==> config.mk <==
export PLATFORM = sky130hd
export DESIGN_NAME = gcd_job_arbiter
export DESIGN_NICKNAME = d
export VERILOG_FILES = /design/src/rtl/gcd_arb_pkg.sv /design/src/rtl/gcd_rr_arbiter.sv /design/src/rtl/gcd_job_arbiter.sv
export SDC_FILE = /design/constraint.sdc
export NUM_CORES = 1
export LEC_CHECK = 0
export ABC_CLOCK_PERIOD_IN_PS = 4000
export BUFFER_PORTS_ARGS = -buffer_cell sky130_fd_sc_hd__buf_2
export CORE_AREA = 2 2 90 83
export CTS_BUF_LIST = sky130_fd_sc_hd__clkbuf_4 sky130_fd_sc_hd__clkbuf_8 sky130_fd_sc_hd__clkbuf_16
export DETAILED_ROUTE_END_ITERATION = 6
export DIE_AREA = 0 0 92 85
export PLACE_DENSITY = 0.83
export SYNTH_ARGS = -nofsm -noshare
export SYNTH_HDL_FRONTEND = slang
export SYNTH_SLANG_ARGS = --single-unit
==> constraint.sdc <==
create_clock -name clk -period 4 [get_ports clk]
set_input_delay 0.8 -clock clk [delete_from_list [all_inputs] [get_ports clk]]
set_output_delay 0.8 -clock clk [all_outputs]
set_load 0.01 [all_outputs]
==> src/rtl/gcd_arb_pkg.sv <==
// Shared types and sizing helpers for the GCD job arbiter and its
// round-robin picker.
package gcd_arb_pkg;

  typedef enum logic [1:0] {
    IDLE  = 2'd0,
    ISSUE = 2'd1,
    BUSY  = 2'd2,
    RESP  = 2'd3
  } state_e;

  localparam int DEF_N_REQ = 4;
  localparam int DEF_DW    = 8;

  // Index width that stays at least one bit wide even for a single requester.
  function automatic int idx_w(input int n);
    return (n > 1) ? $clog2(n) : 1;
  endfunction

  localparam int DEF_IDX_W = idx_w(DEF_N_REQ);

endpackage

==> src/rtl/gcd_rr_arbiter.sv <==
// Round-robin picker: scans from the pointer upward with wrap and returns a
// one-hot grant plus its binary index. The pointer moves past the last owner.
module gcd_rr_arbiter
  import gcd_arb_pkg::*;
#(
  parameter int N_REQ = DEF_N_REQ,
  parameter int IW    = idx_w(N_REQ)
) (
  input  logic             clk,
  input  logic             rst_n,
  input  logic [N_REQ-1:0] req_i,
  input  logic             advance_i,
  input  logic [IW-1:0]    last_idx_i,
  output logic [N_REQ-1:0] grant_o,
  output logic [IW-1:0]    idx_o,
  output logic             any_o
);

  logic [IW-1:0] ptr_q, ptr_d;
  logic [IW:0]   pos;

  // Walk from the farthest slot back toward the pointer so the closest hit wins.
  always_comb begin
    grant_o = '0;
    idx_o   = '0;
    any_o   = 1'b0;
    pos     = '0;
    for (int k = N_REQ - 1; k >= 0; k--) begin
      pos = {1'b0, ptr_q} + (IW+1)'(k);
      if (pos >= (IW+1)'(N_REQ)) begin
        pos = pos - (IW+1)'(N_REQ);
      end
      if (req_i[pos[IW-1:0]]) begin
        grant_o = N_REQ'(1) << pos[IW-1:0];
        idx_o   = pos[IW-1:0];
        any_o   = 1'b1;
      end
    end
  end

  always_comb begin
    ptr_d = ptr_q;
    if (advance_i) begin
      ptr_d = (last_idx_i == IW'(N_REQ - 1)) ? '0 : last_idx_i + 1'b1;
    end
  end

  always_ff @(posedge clk or negedge rst_n) begin
    if (!rst_n) begin
      ptr_q <= '0;
    end else begin
      ptr_q <= ptr_d;
    end
  end

endmodule

==> src/rtl/gcd_job_arbiter.sv <==
// Shares one GCD engine among N_REQ requesters, one job in flight at a time.
// Optional GCD_ZERO_BYPASS_EN answers zero-operand jobs without the engine.
module gcd_job_arbiter
  import gcd_arb_pkg::*;
#(
  parameter int N_REQ = DEF_N_REQ,
  parameter int DW    = DEF_DW
) (
  input  logic                clk,
  input  logic                rst_n,
  input  logic [N_REQ-1:0]    req_valid,
  input  logic [N_REQ*DW-1:0] req_a,
  input  logic [N_REQ*DW-1:0] req_b,
  output logic [N_REQ-1:0]    req_ready,
  output logic [N_REQ-1:0]    rsp_valid,
  output logic [DW-1:0]       rsp_gcd,
  output logic                eng_start,
  output logic [DW-1:0]       eng_a,
  output logic [DW-1:0]       eng_b,
  input  logic                eng_done,
  input  logic [DW-1:0]       eng_gcd
);

  localparam int IW = idx_w(N_REQ);

  state_e             state_q;
  logic [IW-1:0]      owner_q;
  logic [DW-1:0]      op_a_q, op_b_q, result_q;
  logic               eng_start_q;
  logic [N_REQ-1:0]   rsp_valid_q;

  logic [N_REQ-1:0]   grant;
  logic [IW-1:0]      grant_idx;
  logic               grant_any;
  logic               accept;
  logic [DW-1:0]      sel_a, sel_b;
  logic [N_REQ-1:0]   owner_onehot;

  gcd_rr_arbiter #(
    .N_REQ (N_REQ),
    .IW    (IW)
  ) u_rr (
    .clk        (clk),
    .rst_n      (rst_n),
    .req_i      (req_valid),
    .advance_i  (state_q == RESP),
    .last_idx_i (owner_q),
    .grant_o    (grant),
    .idx_o      (grant_idx),
    .any_o      (grant_any)
  );

  // The accept strobe is combinational, so it is also masked while reset is held.
  assign accept    = (state_q == IDLE) && grant_any && rst_n;
  assign req_ready = accept ? grant : '0;

  assign sel_a = req_a[grant_idx*DW +: DW];
  assign sel_b = req_b[grant_idx*DW +: DW];

  for (genvar gi = 0; gi < N_REQ; gi++) begin : g_owner
    assign owner_onehot[gi] = (owner_q == IW'(gi));
  end

  always_ff @(posedge clk or negedge rst_n) begin
    if (!rst_n) begin
      state_q     <= IDLE;
      owner_q     <= '0;
      op_a_q      <= '0;
      op_b_q      <= '0;
      result_q    <= '0;
      eng_start_q <= 1'b0;
      rsp_valid_q <= '0;
    end else begin
      eng_start_q <= 1'b0;
      rsp_valid_q <= '0;
      case (state_q)
        IDLE: begin
          if (accept) begin
            owner_q <= grant_idx;
            op_a_q  <= sel_a;
            op_b_q  <= sel_b;
`ifdef GCD_ZERO_BYPASS_EN
            if ((sel_a == '0) || (sel_b == '0)) begin
              result_q    <= sel_a | sel_b;
              rsp_valid_q <= grant;
              state_q     <= RESP;
            end else begin
              eng_start_q <= 1'b1;
              state_q     <= ISSUE;
            end
`else
            eng_start_q <= 1'b1;
            state_q     <= ISSUE;
`endif
          end
        end
        ISSUE: state_q <= BUSY;
        BUSY: begin
          if (eng_done) begin
            result_q    <= eng_gcd;
            rsp_valid_q <= owner_onehot;
            state_q     <= RESP;
          end
        end
        RESP:    state_q <= IDLE;
        default: state_q <= IDLE;
      endcase
    end
  end

  assign eng_start = eng_start_q;
  assign eng_a     = op_a_q;
  assign eng_b     = op_b_q;
  assign rsp_valid = rsp_valid_q;
  assign rsp_gcd   = result_q;

endmodule
=== Word level (Yosys, flattened, before mapping) ===
Index checks and enable logic that the tools add are counted.

* Flip-flop bits (word level): 35
* Input port bits: 79
* Output and inout port bits: 33
* Logic and storage cells: 78

* Add/sub/neg operators: 8
* $lt $le $gt $ge: 8
* Equal/unequal tests: 8
* Shift operators: 6
* Mux-type cells: 33
* Reduce and logical (&&, ||, !) cells: 7

{| class="wikitable"
|+ Operator list
! cell !! count
|-
| 32-bit by 6-bit indexed part select with 8-bit output || 2
|-
| 4-bit two-way mux || 7
|-
| 2-bit two-way mux || 11
|-
| 1-bit by 2-bit left shift with 4-bit output, first input constant || 4
|-
| 2-bit by 3-bit less-than comparator with 1-bit output, second input constant || 4
|-
| 1-bit two-way mux || 10
|-
| 3-bit >= comparator, second input constant || 3
|-
| 1-bit binary-select mux with 2-bit select || 4
|-
| 2-bit == test, second input constant || 4
|-
| 2-bit case mux with 4 select lines || 1
|-
| 2-bit by 1-bit subtractor with 2-bit output, second input constant || 4
|-
| 2-bit by 2-bit adder with 3-bit output, second input constant || 2
|-
| 2-bit AND reduction || 3
|-
| 2-bit by 1-bit == test with 1-bit output, second input constant || 2
|-
| 2-bit zero test || 2
|-
| 2-bit != test, second input constant || 2
|-
| 2-bit by 1-bit adder with 3-bit output, second input constant || 1
|-
| 2-bit by 3-bit >= comparator with 1-bit output, second input constant || 1
|-
| 2-bit by 1-bit adder with 2-bit output, second input constant || 1
|-
| 1-bit logical AND || 2
|}

=== Longest topological paths before layout ===
* Word-level depth: 13
* Depth in mapped cells: 13
* Gate-level depth less buffers: 9

=== By module ===
From an unflattened synthesis, not the netlist that was laid out.

* Cells, all modules: 225
* Area, all modules: 2,453.6 µm²

{| class="wikitable"
|+ By module, submodules not included
! module !! times used !! cells an instance !! area an instance (µm²) !! sequential area each (µm²)
|-
| gcd_job_arbiter || 1 || 141 || 1,757.9 || 825.8
|-
| gcd_rr_arbiter || 1 || 84 || 695.7 || 50.0
|}

=== Worst setup path before layout ===
OpenSTA, ideal clock, no wires.

* Path type: reg-to-output
* From: register u_rr.ptr_q[0]
* To: output port req_ready[0]
* Arrival: 2.873 ns
* Data required time: 3.200 ns
* Slack: 0.327 ns
* Stages on the path, launching flop included: 12
* Path through: dfrtp_1 > buf_6 > inv_1 > clkbuf_1 > clkbuf_1 > ha_1 > buf_2 > mux2i_2 > mux2_2 > clkbuf_1 > o211ai_1 > a21oi_1

* Longest elaborated chain between the ends: 12

{| class="wikitable"
|+ RTL lines
! what !! line !! source
|-
| start, declared || gcd_rr_arbiter.sv:19 || <nowiki>logic [IW-1:0] ptr_q, ptr_d;</nowiki>
|-
| start signal, assigned || gcd_rr_arbiter.sv:52 || <nowiki>ptr_q <= ptr_d;</nowiki>
|-
| 2-bit by 2-bit adder with 3-bit output || gcd_rr_arbiter.sv:29 || <nowiki>pos = {1'b0, ptr_q} + (IW+1)'(k);</nowiki>
|-
| 3-bit >= comparator / 2-bit by 1-bit subtractor with 2-bit output (equally long branches) || gcd_rr_arbiter.sv:30, gcd_rr_arbiter.sv:31 ||
|-
| 2-bit two-way mux || gcd_rr_arbiter.sv:30 || <nowiki>if (pos >= (IW+1)'(N_REQ)) begin</nowiki>
|-
| 1-bit binary-select mux with 2-bit select || gcd_rr_arbiter.sv:33 || <nowiki>if (req_i[pos[IW-1:0]]) begin</nowiki>
|-
| 1-bit two-way mux (not written as such) || gcd_rr_arbiter.sv:33 ||
|-
| 1-bit two-way mux (4 in series) || gcd_rr_arbiter.sv:33 ||
|-
| 1-bit logical AND (2 in series) || gcd_job_arbiter.sv:54 || <nowiki>assign accept = (state_q == IDLE) && grant_any && rst_n;</nowiki>
|-
| 4-bit two-way mux (*) || gcd_job_arbiter.sv:55 || <nowiki>assign req_ready = accept ? grant : '0;</nowiki>
|-
| end, declared || gcd_job_arbiter.sv:14 || <nowiki>output logic [N_REQ-1:0] req_ready,</nowiki>
|}

Every way passes the cells marked *; elsewhere a longest branch is shown, timed or not. The select of a mux whose other input is x is not followed.

=== Final worst setup path ===
* From: register u_rr.ptr_q[1]
* To: output port req_ready[3]

The elaborated chain is that of the path after synthesis.

==> results.toml <==
[detailed_routing]
drcViolationCount = 0
num_vias = 3782
met1_length_mm = 4.70
post_drt_wl_per_cell_um = 18.4
wl_met3_um = 891
totalWireLength_mm = 10.9
vias_per_cell = 6.38
met2_length_mm = 5.16
drt_iter0_markers = 385
highest_layer = "met4"
ant_nets = 0
drt_pre_antenna_iters = 5

[die]
die-area_mm2 = 0.00782
fp.coreArea_mm2 = 0.00689
ios = 112
dieWidth_um = 92
num_rows = 29
initial_core_util_pct = 50.9
die_h_um = 85

[logic_synthesis]
syn_nets = 505
ys_ff_latch = 35
ys.flop_type = "dfrtp_1"
ys_warn_count = 0
synth_cell_type_count = 46
syn-cell-area_mm2 = 0.00351
seq_area_frac_synth_pct = 24.9
ys_top_cells_by_area = "dfrtp_1 (25%), a221oi_1 (7.2%), o21ai_0 (6.4%)"
synthArstFlopShare_pct = 100
synth-edff-count = 0
synth.avg_cell_area_um2 = 8.54
synth_top_area_cell = "dfrtp_1"
synth_top_area_share_pct = 24.9
syn_inst = 411

[global_route]
gr-total-overflow = 0
grt_pass1_vias = 3426
grt_max_degree = 43
grt_pass1_wl_mm = 17.3
grt_antenna_before_repair = 0
track_usage_pct = 27.1

[worst_setup_path]
reg2reg_from = "u_rr.ptr_q[1]$_DFFE_PN0N_"
slowest_stage = "dfrtp_1"
crit_start = "u_rr.ptr_q[1]$_DFFE_PN0N_"
r2r_slack_ns = 0.74
critical_path_required_ns = 3.20
crit_chain = "inv_1 -> ha_1 -> mux2i_1 -> a21o_1 -> a21oi_4 -> a221o_1 -> o211ai_1 -> a21oi_1 -> buf_2"
r2r-end = "eng_a[6]$_DFFE_PN0P_"
r2r_cells = 8
start_kind = "flip-flop"
crit_family = "compound AO/OA/AOI/OAI gates"
crit_type = "reg2out"
end_kind = "output pin"
worst_ep_arrival_time_ns = 2.91
cp_num_buf_inv = 2
cp-endpoint = "req_ready[3]"
max_stage_delay_ns = 0.50
path_depth = 9
path_max_fanout = 7

[final_layout]
seq_area_um2 = 876
num-fill-cells = 648
multi_input_area_mm2 = 0.00241
final_cell_mix = "buf_2 (111), nand2_1 (55), o21ai_0 (45)"
drive_gt1_share_pct = 36.0
fin_cells = 593
layout_commonest_cell = "buf_2"
antenna_cells = 0
areaGrowthSynthToFinish_pct = 18.7
layout.nets = 593

[timing]
fin_worst_skew_ns = 0.0140
min_period_ns = 3.71
worst_pin_slew_ns = 0.757
period_share_pct = 92.7
slew_headroom_pct = 49.5
setup_viol = 0
max_freq_ghz = 0.270
tns_ns = 0
finalHoldViolCount = 0
grt_setup_unrepaired = "false"
slew_viol_final = 0

[power_and_ir_drop]
leakagePower_nw = 1.92
powerDensity_mw_per_mm2 = 759
peakVddDrop_v = 0.000369

[cts]
cts.path.max_buffers = 2
cts_resized = 0
hold_buffers = 0
cts_tree = "yes"
numCtsBuffers = 5
clk_latency_ns = 0.31
cts.htree.levels = 2
cts.sinks = 35
post_cts_buffers = 0
clock-root-buffer = "clkbuf_8"
cts.clk_slew.worst_paths_ns = 0.10

[place]
port_buffers = 111
hpwlAfterDp_mm = 7.82
place.gp.congestion = 0.927
placed_cells = 585

[job]
drv_cap = 0

[run_status]
outcome = "complete, no violations"

[hold_path]
hold_class = "reg2reg"
==> cells by family (layout without fill, tap and decap cells) <==
kind of cell	after synthesis	after routing	share of synthesized area, %
adders and majority gates	15	15	5.35
AOI/OAI and AO/OA	173	173	39.5
and+or+nand+nor	110	110	13.7
buffers and inverters	48	137	6.59
muxes	30	30	9.94
DFF	35	35	24.9
==> power breakdown <==
group          leakage (nW)  internal [W]  switching (W)
sequential            0.410      0.000510       0.000109
clock                0.0587      0.000189       0.000159
combinational          1.45      0.000862        0.00133
==> layout make-up <==
type,count,share of cell area [%]
Timing Repair Buffer,118,14.6
Clock inverter,3,1.14
Tap cell,93,2.79
Sequential cell,35,21.0
Multi-Input combinational cell,328,57.8
Inverter,11,0.991
Clock buffer,5,1.65
==> cell usage after synthesis (5+ instances only) <==
| master | n |
|---|---|
| o21ai_0 | 45 |
| a211oi_2 | 12 |
| inv_1 | 11 |
| nor2_1 | 23 |
| clkbuf_1 | 19 |
| mux2i_1 | 11 |
| nand3_1 | 15 |
| a221oi_1 | 29 |
| buf_2 | 11 |
| o221a_1 | 9 |
| o211ai_1 | 6 |
| and3_1 | 5 |
| mux2_2 | 16 |
| a21oi_1 | 20 |
| dfrtp_1 | 35 |
| a221oi_2 | 9 |
| ha_1 | 15 |
| a21o_1 | 14 |
| a211oi_1 | 8 |
| nand2_1 | 55 |
==> worst min path at each step <==
stage,startpoint,end,slack [ns],depth (start not counted)
after detailed placement,rsp_gcd[6]$_DFFE_PN0P_,rsp_gcd[6]$_DFFE_PN0P_,0.49,1
final,rsp_gcd[6]$_DFFE_PN0P_,rsp_gcd[6]$_DFFE_PN0P_,0.51,1
after floorplan,rst_n,eng_a[0]$_DFFE_PN0P_,0.50,0
after CTS,rsp_gcd[6]$_DFFE_PN0P_,rsp_gcd[6]$_DFFE_PN0P_,0.51,1
after global routing,rsp_gcd[4]$_DFFE_PN0P_,rsp_gcd[4]$_DFFE_PN0P_,0.53,1
after global placement,rsp_gcd[1]$_DFFE_PN0P_,rsp_gcd[1]$_DFFE_PN0P_,0.48,1
==> stage by stage <==
stage	setup WS, ns	power [W]	hold slack (ns)	instance area, µm²	util [%]
after floorplan	0.327	0.00229	0.504	3510	-
after global placement	0.815	0.00269	0.480	4050	58.8
after detailed placement	0.656	0.00278	0.495	4050	58.8
after CTS	0.326	0.00313	0.515	4170	60.5
after global routing	0.139	0.00339	0.528	4170	60.5
final	0.292	0.00316	0.511	4170	60.5
==> layer usage <==
layer	global-route usage [%]	vias to the layer above
li1	-	1754
met1	37.7	1812
met2	45.7	198
met3	2.84	18
met4	6.38	0
met5	0	-
==> worst register-to-register path: cells and delay by family (launching register included) <==
kind,cells,cell delay (ns)
compound gates,3,0.54
simple gates,1,0.50
buf+inv,1,0.19
flops,1,0.50
fa+ha+maj,1,0.48
mux,2,0.89
==> state kept, by name (all words and copies together) (netlist names) <==
| name | cells |
|---|---|
| eng_a | 8 |
| eng_b | 8 |
| rsp_gcd | 8 |
| rsp_valid | 4 |
| owner_q | 2 |
| state_q | 2 |
| u_rr.ptr_q | 2 |
| eng_start | 1 |
No activity file was read; power rests on OpenSTA's default activity.
